File: config.mk
export PLATFORM = sky130hd
export DESIGN_NAME = flit_deserializer
export DESIGN_NICKNAME = d
export VERILOG_FILES = /design/src/rtl/flit_deserializer_pkg.sv /design/src/rtl/flit_deserializer_checksum.sv /design/src/rtl/flit_deserializer.sv
export SDC_FILE = /design/constraint.sdc
export NUM_CORES = 1
export LEC_CHECK = 0
export CELL_PAD_IN_SITES_DETAIL_PLACEMENT = 2
export CELL_PAD_IN_SITES_GLOBAL_PLACEMENT = 2
export CORE_ASPECT_RATIO = 2
export CORE_MARGIN = 1.5
export CORE_UTILIZATION = 40
export CTS_BUF_LIST = sky130_fd_sc_hd__clkbuf_16
export CTS_CLUSTER_DIAMETER = 200
export DETAILED_ROUTE_END_ITERATION = 10
export PLACE_DENSITY = 0.8
export SYNTH_ARGS = -nofsm -noshare
export SYNTH_HDL_FRONTEND = slang
export SYNTH_SLANG_ARGS = --single-unit
File: constraint.sdc
create_clock -name clk -period 12.35 [get_ports clk]
set_clock_uncertainty 0.1 [all_clocks]
set_input_delay 1.235 -clock clk [delete_from_list [all_inputs] [get_ports clk]]
set_output_delay 1.235 -clock clk [all_outputs]
set_load 0.01 [all_outputs]
File: src/rtl/flit_deserializer_pkg.sv
// Shared NoC receive-path types: flit/checksum types, deserializer states and the flit checksum function.
package flit_deserializer_pkg;

  localparam int FLIT_WIDTH = 128;
  localparam int FLIT_BYTES = FLIT_WIDTH / 8;

  typedef logic [FLIT_WIDTH-1:0] flit_t;
  typedef logic [15:0]           checksum_t;

  typedef enum logic [1:0] {
    S_IDLE,
    S_RECV,
    S_CHECK
  } flit_deser_state_t;

  // Ones-complement of the wrapping sum of the seven payload words; this is the value carried in flit[15:0].
  function automatic checksum_t calc_checksum(input flit_t f);
    checksum_t sum;
    sum = '0;
    for (int w = 0; w < 7; w++) begin
      sum = sum + f[FLIT_WIDTH-1-16*w -: 16];
    end
    return ~sum;
  endfunction

endpackage

File: src/rtl/flit_deserializer_checksum.sv
// Combinational flit checksum verifier (module flit_checksum) built on calc_checksum.
module flit_checksum
  import flit_deserializer_pkg::*;
(
  input  flit_t     flit_i,
  output checksum_t csum_o,
  output logic      good_o
);

  assign csum_o = calc_checksum(flit_i);
  assign good_o = (flit_i[15:0] == csum_o);

endmodule

File: src/rtl/flit_deserializer.sv
// Assembles 16 UART bytes (MSB first) into a flit, checks it and offers it on a valid/ready output.
// Build option: define FLIT_DESER_CHECKSUM_EN to enable checksum verification and err_checksum.
module flit_deserializer
  import flit_deserializer_pkg::*;
#(
  parameter int TIMEOUT_CYCLES = 20000,
  parameter int BYTES_PER_FLIT = FLIT_BYTES
) (
  input  logic       clk,
  input  logic       rst,
  input  logic       rx_valid,
  input  logic [7:0] rx_data,
  output logic       flit_valid,
  input  logic       flit_ready,
  output flit_t      flit_o,
  output logic       err_overflow,
  output logic       err_checksum,
  output logic       err_timeout
);

  localparam int TW = $clog2(TIMEOUT_CYCLES + 1);

  flit_deser_state_t state_q, state_d;
  logic [4:0]        cnt_q, cnt_d;
  logic [TW-1:0]     timer_q, timer_d;
  flit_t             shift_q, shift_d;
  flit_t             flit_q, flit_d;
  logic              valid_q, valid_d;
  logic              csum_good;
  logic              err_ovf_c, err_tmo_c;

`ifdef FLIT_DESER_CHECKSUM_EN
  logic err_chk_c;

  flit_checksum u_checksum (
    .flit_i (shift_q),
    .csum_o (),
    .good_o (csum_good)
  );

  assign err_checksum = err_chk_c;
`else
  assign csum_good    = 1'b1;
  assign err_checksum = 1'b0;
`endif

  always_ff @(posedge clk or posedge rst) begin
    if (rst) begin
      state_q <= S_IDLE;
      cnt_q   <= '0;
      timer_q <= '0;
      shift_q <= '0;
      flit_q  <= '0;
      valid_q <= 1'b0;
    end else begin
      state_q <= state_d;
      cnt_q   <= cnt_d;
      timer_q <= timer_d;
      shift_q <= shift_d;
      flit_q  <= flit_d;
      valid_q <= valid_d;
    end
  end

  // Bytes shift in at the bottom, so after 16 bytes byte 0 sits in the top byte lane.
  always_comb begin
    state_d   = state_q;
    cnt_d     = cnt_q;
    timer_d   = timer_q;
    shift_d   = shift_q;
    flit_d    = flit_q;
    valid_d   = valid_q;
    err_ovf_c = 1'b0;
    err_tmo_c = 1'b0;
`ifdef FLIT_DESER_CHECKSUM_EN
    err_chk_c = 1'b0;
`endif

    if (valid_q && flit_ready) begin
      valid_d = 1'b0;
    end

    case (state_q)
      S_IDLE: begin
        if (rx_valid) begin
          shift_d = {shift_q[FLIT_WIDTH-9:0], rx_data};
          cnt_d   = 5'd1;
          timer_d = '0;
          state_d = S_RECV;
        end
      end

      S_RECV: begin
        if (rx_valid) begin
          shift_d = {shift_q[FLIT_WIDTH-9:0], rx_data};
          cnt_d   = cnt_q + 5'd1;
          timer_d = '0;
          if (cnt_q == 5'(BYTES_PER_FLIT - 1)) begin
            state_d = S_CHECK;
          end
        end else if (timer_q >= TW'(TIMEOUT_CYCLES - 1)) begin
          err_tmo_c = 1'b1;
          timer_d   = TW'(TIMEOUT_CYCLES);
          cnt_d     = '0;
          state_d   = S_IDLE;
        end else begin
          timer_d = timer_q + 1'b1;
        end
      end

      S_CHECK: begin
`ifdef FLIT_DESER_CHECKSUM_EN
        if (!csum_good) begin
          err_chk_c = 1'b1;
        end else
`endif
        if (csum_good && (!valid_q || flit_ready)) begin
          flit_d  = shift_q;
          valid_d = 1'b1;
        end else begin
          err_ovf_c = 1'b1;
        end

        // A byte arriving during the check cycle opens the next flit.
        if (rx_valid) begin
          shift_d = {shift_q[FLIT_WIDTH-9:0], rx_data};
          cnt_d   = 5'd1;
          timer_d = '0;
          state_d = S_RECV;
        end else begin
          cnt_d   = '0;
          timer_d = '0;
          state_d = S_IDLE;
        end
      end

      default: begin
        state_d = S_IDLE;
        cnt_d   = '0;
        timer_d = '0;
      end
    endcase
  end

  assign flit_valid   = valid_q;
  assign flit_o       = flit_q;
  assign err_overflow = err_ovf_c;
  assign err_timeout  = err_tmo_c;

endmodule
==> flow_summary_export.csv, run 1 <==
group,metric,value,unit
pwr,switching_share,27.0,%
sta,grt_setup_unrepaired,"no",
critical_path,timing.setup.critical_path_class,"primary input to register",
global_routing,grt_start_max_net_pins,125,
sta,hold_violations,0,
global_routing,grt.total_usage,20.0,%
sta,worst_hold_slack,408,ps
route,num_vias,6158,
clock_network,htreeDepth,1,
route,totalWireLength,27300,um
yosys,yosys_register_bits,279,
flow_run,max_cap_violations,0,
die,design.core.area,26800,um^2
final_layout,layout_common_cells,"279 x sky130_fd_sc_hd__dfrtp_1, 256 x sky130_fd_sc_hd__mux2_2, 142 x sky130_fd_sc_hd__clkdlybuf4s50_1, 25 x sky130_fd_sc_hd__clkbuf_16, 17 x sky130_fd_sc_hd__nand2_1",
clock_network,number_of_sinks_handled_by_clock_tree_synthesis,279,
placed_design,place.gp.congestion,0.776,
final_layout,antennaDiodeCount,0,
placed_design,dpl.hpwl,18300,um
critical_path,timing.critical_path.fanout_max,54,
final_layout,syn_to_final_growth,22.5,%
critical_path,endpoint_kind,"register",
route,violation_count_after_the_first_detailed_routing_iteration,145,
placed_design,numPortBuffers,142,
sta,max-slew-margin-rel,31.7,%
die,die_area,28300,um^2
global_routing,grt_overflow,0,
yosys,synth_edf_count,0,
pwr,p_leak,6.13,nW
yosys,synth.area.top_cells,"sky130_fd_sc_hd__dfrtp_1 64%, sky130_fd_sc_hd__mux2_2 26%, sky130_fd_sc_hd__buf_6 1.1%",
yosys,synthDominantCellAreaShare,64.2,%
sta,timing_worst_slew_pin_value,1020,ps
final_layout,layout.cells.most_common,"sky130_fd_sc_hd__dfrtp_1",
die,rows,85,
route,drcViolationCount,0,
global_routing,first_pass_grt_wire_length,43300,um
clock_network,post_cts_resize_count,0,
yosys,syn_avg_cell_area,15.9,um^2
route,firstDrtPassIters,4,
pwr,power_frac_clock,32.5,%
sta,setup_viol_count_final,0,
pwr,seq_power_share,55.5,%
sta,finalCriticalPeriod,4310,ps
status,outcome,"complete, no violations",
route,post_drt_via_cell_ratio,5.17,
hold_path,holdCritPathClass,"register to register",
clock_network,cts.hold.buffers_added,0,
clock_network,clkSlewWorstSetupHoldPaths,70,ps
sta,final-max-slew-violation-count,0,
pwr,cellPowerDensity,172,nW/um^2
final_layout,layout-drive-gt1-share,37.2,%
pwr,vdd.ir_drop.worst,0.000115,V
critical_path,worst_setup_path_start_kind,"primary input",
critical_path,worst-endpoint-arrival,4610,ps
sta,finalCritPeriodShare,34.9,%
yosys,syn-cell-area,10900,um^2
die,design.portCount,144,
yosys,syn-instance-count,685,
yosys,synth_cell_type_count,49,
yosys,synth.largest_area_cell,"sky130_fd_sc_hd__dfrtp_1",
clock_network,post_cts.repair.setup_buffers,0,
global_routing,antenna_found_initial,0,
die,die_x,120,um
clock_network,cts.path.max_buffers,3,
pwr,intPower,1.67,mW
yosys,synthesis.yosys.warnings,0,
critical_path,timing.critical_path.required,12650,ps
final_layout,nNetsFinal,841,
sta,timing.setup.tns,0,ps
yosys,synth_fp_nets,700,
clock_network,cts_tree,"built",
pwr,switching_power,618,uW
clock_network,cts-buffers-inserted,24,
die,die_height,236,um
route,ant_nets,0,
yosys,synth_flop_cell,"sky130_fd_sc_hd__dfrtp_1",
sta,max_freq,232,MHz
yosys,yosysSeqAreaShare,64.2,%
yosys,synthArstFlopShare,100,%
global_routing,first_global_vias,7257,
route,average_wire_per_standard_cell,22.9,um
die,initial_core_util,40.6,%
pwr,comb_power_share,12.0,%
clock_network,clk_latency,520,ps
clock_network,ctsRootBufferMaster,"sky130_fd_sc_hd__clkbuf_16",
[area by class of cell]
cell class	instances	area [um^2]
inverters	5	26.3
clock buffers	25	626
clock inverters	18	143
repair buffers	147	1460
multi-input cells	369	3660
flip-flops and latches	279	6980
fillers	2531	13500
well taps	348	435
[metal layers]
metal | vias up | GRT usage (%) | part of all wire [%]
met5 | - | 0 | 0
met4 | 0 | 7.50 | 3.4
met3 | 42 | 2.66 | 3.2
met2 | 130 | 39.9 | 59
met1 | 3263 | 20.4 | 34
li1 | 2723 | - | -
[synthesized netlist by cell type (5+ instances only)]
master	number
sky130_fd_sc_hd__dfrtp_1	279
sky130_fd_sc_hd__mux2_2	256
sky130_fd_sc_hd__nand2_1	17
sky130_fd_sc_hd__buf_2	13
sky130_fd_sc_hd__buf_6	11
sky130_fd_sc_hd__nor2_1	9
sky130_fd_sc_hd__o21ai_0	9
sky130_fd_sc_hd__a21oi_1	8
sky130_fd_sc_hd__nand3_1	7
sky130_fd_sc_hd__and3_1	6
sky130_fd_sc_hd__buf_4	6
sky130_fd_sc_hd__nor3_1	6
sky130_fd_sc_hd__inv_1	5
[state kept, by name, summed over array words and instances, names as in the netlist]
signal	cells
flit_o	128
shift_q	128
timer_q	15
cnt_q	5
state_q	2
flit_valid	1
[worst max-delay path: stages]
cell	delay (ps)
sky130_fd_sc_hd__clkdlybuf4s50_1	710
sky130_fd_sc_hd__inv_1	170
sky130_fd_sc_hd__a21oi_4	660
sky130_fd_sc_hd__buf_4	670
sky130_fd_sc_hd__buf_4	660
sky130_fd_sc_hd__mux2_2	420
[power groups by stage]
stage	combinational [mW]	sequential, mW	clock, mW
after detailed placement	0.273	1.29	0
after global placement	0.250	1.27	0
after global routing	0.302	1.30	0.799
after CTS	0.282	1.28	0.769
after floorplan	0.199	1.20	0
final	0.274	1.27	0.745
[path summary, 6_finish.rpt]
| path | from | endpoint | slack [ps] | cells after the start |
|---|---|---|---|---|
| hold reg to reg | flit_o[28] | flit_o[28] | 410 | 1 |
| hold / removal | flit_o[28] | flit_o[28] | 410 | 1 |
| setup / recovery | rx_valid | shift_q[111] | 8040 | 6 |
| max in group asynchronous | rst | flit_o[104] | 9370 | 3 |
| setup reg to reg | state_q[1] | shift_q[111] | 8910 | 4 |
| min in group asynchronous | rst | flit_o[49] | 1210 | 2 |
[stage by stage]
stage | total power [mW] | setup slack [ps] | utilization, % | instances | instance area (um^2)
floorplan | 1.40 | 3320 | - | 685 | 10900
global placement | 1.52 | 7580 | 46.9 | 1148 | 12600
detailed placement | 1.56 | 7490 | 46.9 | 1148 | 12600
CTS | 2.33 | 8030 | 49.7 | 1191 | 13300
global route | 2.40 | 7820 | 49.7 | 1191 | 13300
finish | 2.29 | 8040 | 49.7 | 1191 | 13300
[cells by family after synthesis]
kind of cell | share of synthesized area, %
buffers and inverters | 2.39
muxes | 26.6
AOI/OAI and AO/OA | 2.97
and+or+nand+nor | 3.25
adders and majority gates | 0.345
xor gates and xnor gates | 0.242
other | 0.0345
DFF | 64.2
Power figures use the tool's default switching activity.
==> inputs of run 2 (changes only) <==
Settings changed: CORE_UTILIZATION 40 to 36, PLACE_DENSITY 0.8 to 0.76.
Clock period 12.35 ns to 3.8 ns, I/O delays scaled along.
==> flow_summary_export.csv, run 2 (synthesis results as in run 1) <==
group,metric,value,unit
status,outcome,"complete, but fails checks",
status,violations,"DRC",
critical_path,cp.buffers_inverters,1,
critical_path,cells_traversed_along_the_worst_timing_path,"ha_1 -> a21oi_1 -> o21ai_2 -> a21oi_2 -> nor4_1 -> clkdlybuf4s50_1",
critical_path,endpoint_kind,"output pin",
critical_path,timing.critical_path.fanout_max,7,
route,met3WireLength,847,um
route,firstDrtPassIters,9,
sta,timing_worst_slew_pin_value,911,ps
clock_network,cts-buffers-inserted,27,
clock_network,cts.path.max_buffers,3,
pwr,vdd.ir_drop.worst,0.000415,V
die,die_height,249,um
route,route.layer.met1.wl,9250,um
sta,grt_setup_unrepaired,"no",
route,post_drt_via_cell_ratio,5.05,
sta,max_freq,324,MHz
route,met2_length,15300,um
sta,hold_violations,0,
route,totalWireLength,25900,um
global_routing,grt_overflow,0,
sta,setup_viol_count_final,0,
final_layout,stdcell_area,13600,um^2
die,die_area,31300,um^2
critical_path,worst_setup_path_start_kind,"register",
placed_design,place.gp.congestion,0.731,
final_layout,syn_to_final_growth,24.7,%
final_layout,layout-drive-gt1-share,38.1,%
final_layout,nNetsFinal,856,
critical_path,cpMaxStageDelayCell,"sky130_fd_sc_hd__clkdlybuf4s50_1",
clock_network,htreeDepth,1,
die,rows,89,
clock_network,ctsRootBufferMaster,"sky130_fd_sc_hd__clkbuf_16",
final_layout,layout_common_cells,"279 x sky130_fd_sc_hd__dfrtp_1, 256 x sky130_fd_sc_hd__mux2_2, 142 x sky130_fd_sc_hd__clkdlybuf4s50_1, 27 x sky130_fd_sc_hd__clkbuf_16, 17 x sky130_fd_sc_hd__nand2_1",
route,ant_nets,0,
sta,max-slew-margin-rel,38.8,%
route,drcViolationCount,8,
global_routing,first_pass_grt_wire_length,42000,um
route,num_vias,6182,
critical_path,timing.setup.critical_path_class,"register to output pin",
placed_design,numPortBuffers,142,
route,violation_count_after_the_first_detailed_routing_iteration,178,
clock_network,cts.hold.buffers_added,0,
clock_network,clk_latency,550,ps
global_routing,grt.total_usage,17.1,%
critical_path,worst-endpoint-arrival,2600,ps
final_layout,antennaDiodeCount,0,
sta,final-max-slew-violation-count,0,
clock_network,cts_tree,"built",
die,design.portCount,144,
final_layout,nFillCells,2837,
die,design.core.area,29600,um^2
placed_design,place_area,12800,um^2
pwr,cellPowerDensity,550,nW/um^2
die,die_x,126,um
critical_path,cpLargestDelayFamily,"compound AO/OA/AOI/OAI gates",
pwr,p_leak,6.26,nW
critical_path,cp_slowest_stage_delay,510,ps
sta,finalCriticalPeriod,3080,ps
placed_design,dpl.hpwl,18200,um
sta,finalCritPeriodShare,81.2,%
sta,worst_hold_slack,144,ps
die,initial_core_util,36.7,%
clock_network,post_cts_resize_count,0,
global_routing,grt_start_max_net_pins,120,
flow_run,max_cap_violations,0,
clock_network,number_of_sinks_handled_by_clock_tree_synthesis,279,
hold_path,holdCritPathClass,"primary input to asynchronous set/reset pin",
clock_network,clkSlewWorstSetupHoldPaths,70,ps
clock_network,post_cts.repair.setup_buffers,0,
route,top_layer_used,"met4",
global_routing,antenna_found_initial,0,
final_layout,layout.cells.most_common,"sky130_fd_sc_hd__dfrtp_1",
global_routing,first_global_vias,7225,
route,average_wire_per_standard_cell,21.2,um
critical_path,timing.critical_path.required,3320,ps
## run 2: cell count changes in the layout (fill, tap and decap cells not counted), sizes merged
cell	change
buf	+12
clkbuf	+2
bufinv	-1
clkinvlp	-1
inv	+4
## run 2: through the flow
stage | total power, mW | instances | util [%] | setup slack, ps | TNS, ps
3_5_place_dp | 5.05 | 1176 | 43.1 | 1180 | 0
2_1_floorplan | 4.54 | 685 | - | -373 | -104160
5_1_grt | 7.87 | 1223 | 45.8 | 583 | 0
6_report | 7.47 | 1223 | 45.8 | 715 | 0
4_1_cts | 7.63 | 1223 | 45.8 | 637 | 0
3_3_place_gp | 4.95 | 1176 | 43.1 | 1250 | 0
## run 2: report_power, final
part | internal, mW | switching [mW] | total (mW)
Combinational | 0.571 | 0.317 | 0.888
Sequential | 3.55 | 0.513 | 4.07
Clock | 1.37 | 1.15 | 2.51
## run 2: metal layers
layer	up-vias	GRT usage [%]
met2	108	33.7
met5	-	0
li1	2742	-
met1	3301	18.7
met4	0	4.89
met3	31	2.28
## run 2: cell type report
cell class,instances,area (um^2),area share [%]
clock buffer,27,676,4.98
clock inverter,20,138,1.01
inverter,5,22.5,0.166
multi-input combinational,369,3660,27.0
sequential,279,6980,51.4
tap,364,455,3.36
timing repair buffer,159,1640,12.1
## run 2: final timing paths
| check | from | end | slack, ps | cells after the start |
|---|---|---|---|---|
| max reg2reg | state_q[0] | flit_o[123] | 1390 | 4 |
| min in group clk | rx_data[1] | shift_q[1] | 350 | 2 |
| max | timer_q[0] | err_timeout | 720 | 6 |
| max in group asynchronous | rst | shift_q[22] | 2440 | 3 |
| min reg2reg | flit_o[117] | flit_o[117] | 400 | 1 |
| min | rst | flit_o[51] | 140 | 2 |
==> inputs of run 3 (changes only) <==
Settings changed: CORE_UTILIZATION 36 to 40, PLACE_DENSITY 0.76 to 0.8.
Clock period 3.8 ns to 2.84 ns, I/O delays scaled along.
==> flow_summary_export.csv, run 3 (synthesis results as in run 1) <==
group,metric,value,unit
route,ant_nets,0,
sta,hold_violations,0,
final_layout,fin_util,51.4,%
placed_design,dpl.hpwl,19400,um
die,initial_core_util,40.6,%
hold_path,sink_of_the_worst_hold_path,"shift_q[2]",
final_layout,multi_input_comb_area,3700,um^2
sta,final.setup.worst_slack,413,ps
final_layout,layout.cells.most_common,"sky130_fd_sc_hd__dfrtp_1",
final_layout,syn_to_final_growth,26.6,%
placed_design,place_area,12800,um^2
critical_path,cp_slowest_stage_delay,430,ps
critical_path,cpLargestDelayFamily,"compound AO/OA/AOI/OAI gates",
placed_design,place.gp.congestion,0.751,
final_layout,final-seq-area,6980,um^2
global_routing,grt_start_max_net_pins,89,
final_layout,layout_common_cells,"279 x sky130_fd_sc_hd__dfrtp_1, 256 x sky130_fd_sc_hd__mux2_2, 141 x sky130_fd_sc_hd__clkdlybuf4s50_1, 27 x sky130_fd_sc_hd__clkbuf_16, 17 x sky130_fd_sc_hd__nand2_1",
critical_path,cpMaxStageDelayCell,"sky130_fd_sc_hd__dfrtp_1",
sta,finalCritPeriodShare,85.4,%
die,die_x,120,um
hold_path,timing.hold.worst.start,"rx_data[2]",
critical_path,worstRegToRegCells,6,
route,average_wire_per_standard_cell,23.9,um
sta,setup_viol_count_final,0,
route,post_drt_via_cell_ratio,5.19,
placed_design,post-place-ws,446,ps
die,rows,85,
critical_path,timing.critical_path.fanout_max,7,
critical_path,reg2reg_setup_slack,630,ps
pwr,p_leak,6.37,nW
critical_path,cp.buffers_inverters,1,
die,die_height,236,um
sta,timing.setup.tns,0,ps
clock_network,htreeDepth,1,
sta,finalCriticalPeriod,2430,ps
sta,final-max-slew-violation-count,0,
final_layout,stdcell_area,13800,um^2
pwr,cellPowerDensity,774,nW/um^2
pwr,vdd.ir_drop.worst,0.000564,V
clock_network,ctsRootBufferMaster,"sky130_fd_sc_hd__clkbuf_16",
critical_path,worst_r2r_startpoint,"state_q[1]",
clock_network,cts.path.max_buffers,3,
clock_network,cts-buffers-inserted,26,
critical_path,crit_path_start,"timer_q[0]",
global_routing,grt.total_usage,21.4,%
die,design.portCount,144,
sta,worst_hold_slack,274,ps
sta,grt_setup_unrepaired,"no",
die,die_area,28300,um^2
global_routing,first_pass_grt_wire_length,45900,um
hold_path,hold-path-cell-count,2,
route,firstDrtPassIters,4,
pwr,report.power.total,10.7,mW
critical_path,timing.setup.critical_path_class,"register to output pin",
sta,max_freq,412,MHz
clock_network,number_of_sinks_handled_by_clock_tree_synthesis,279,
final_layout,antennaDiodeCount,0,
route,drcViolationCount,0,
sta,max-slew-margin-rel,47.3,%
global_routing,first_global_vias,7537,
final_layout,nNetsFinal,860,
hold_path,holdCritPathClass,"primary input to register",
clock_network,cts_tree,"built",
final_layout,layout-drive-gt1-share,39.1,%
critical_path,endpoint_kind,"output pin",
critical_path,timing.critical_path.required,2460,ps
placed_design,numPortBuffers,142,
route,num_vias,6297,
die,design.core.area,26800,um^2
placed_design,cell_total_after_placement,1163,
critical_path,cells_traversed_along_the_worst_timing_path,"ha_2 -> a21oi_1 -> o21ai_2 -> a21oi_4 -> nor4_2 -> dlymetal6s2s_1",
global_routing,grt_overflow,0,
flow_run,max_cap_violations,0,
global_routing,antenna_found_initial,0,
clock_network,clkSlewWorstSetupHoldPaths,70,ps
critical_path,worst-endpoint-arrival,2040,ps
clock_network,clk_latency,540,ps
route,violation_count_after_the_first_detailed_routing_iteration,191,
final_layout,stdcell_count,1213,
sta,timing_worst_slew_pin_value,785,ps
status,outcome,"complete, no violations",
critical_path,timing.rr.end,"timer_q[12]",
route,totalWireLength,29000,um
critical_path,worst_setup_path_start_kind,"register",
final_layout,nFillCells,2473,
-- run 3: worst max-delay path by stage --
stage / depth (start not counted) / to / slack, ps
3_3_place_gp: 6 / err_timeout / 510
2_1_floorplan: 1 / cnt_q[0] / -1240
6_report: 6 / err_timeout / 410
5_1_grt: 5 / err_timeout / 320
3_5_place_dp: 6 / err_timeout / 450
4_1_cts: 6 / err_timeout / 20
-- run 3: per-layer routing --
metal	share of wire [%]	GRT usage, %	wire length (um)	up-vias
met5	0	0	0	-
met4	4.4	8.69	1280	0
met2	59	42.1	17100	135
li1	-	-	-	2767
met1	33	21.9	9610	3335
met3	3.6	3.19	1050	60
-- run 3: power by group --
group / switching (mW) / internal (mW)
combinational: 0.486 / 0.767
clock: 1.55 / 2.36
sequential: 0.746 / 4.75
-- run 3: worst reg2reg max path, delay by kind of cell, from the launching register on --
family | cells | cell delay, ps
DFF | 1 | 550
AOI/OAI and AO/OA | 4 | 1030
and+or+nand+nor | 1 | 190
buffers and inverters | 1 | 270
-- run 3: timing repair --
item | CTS | global route
buffers inserted | 1 | 0
pin swaps | 1 | 0
hold buffers | 1 | 0
hold endpoints to repair | 5 | 0
setup endpoints to repair | 1 | 1
gates resized for setup | 4 | 5
-- run 3: final cells by class --
| class | instances | share of cell area (%) |
|---|---|---|
| clock buffers | 27 | 4.90 |
| flip-flops and latches | 279 | 50.7 |
| inverters | 5 | 0.163 |
| clock inverters | 21 | 2.01 |
| repair buffers | 164 | 12.2 |
| multi-input cells | 369 | 26.9 |
| well taps | 348 | 3.16 |
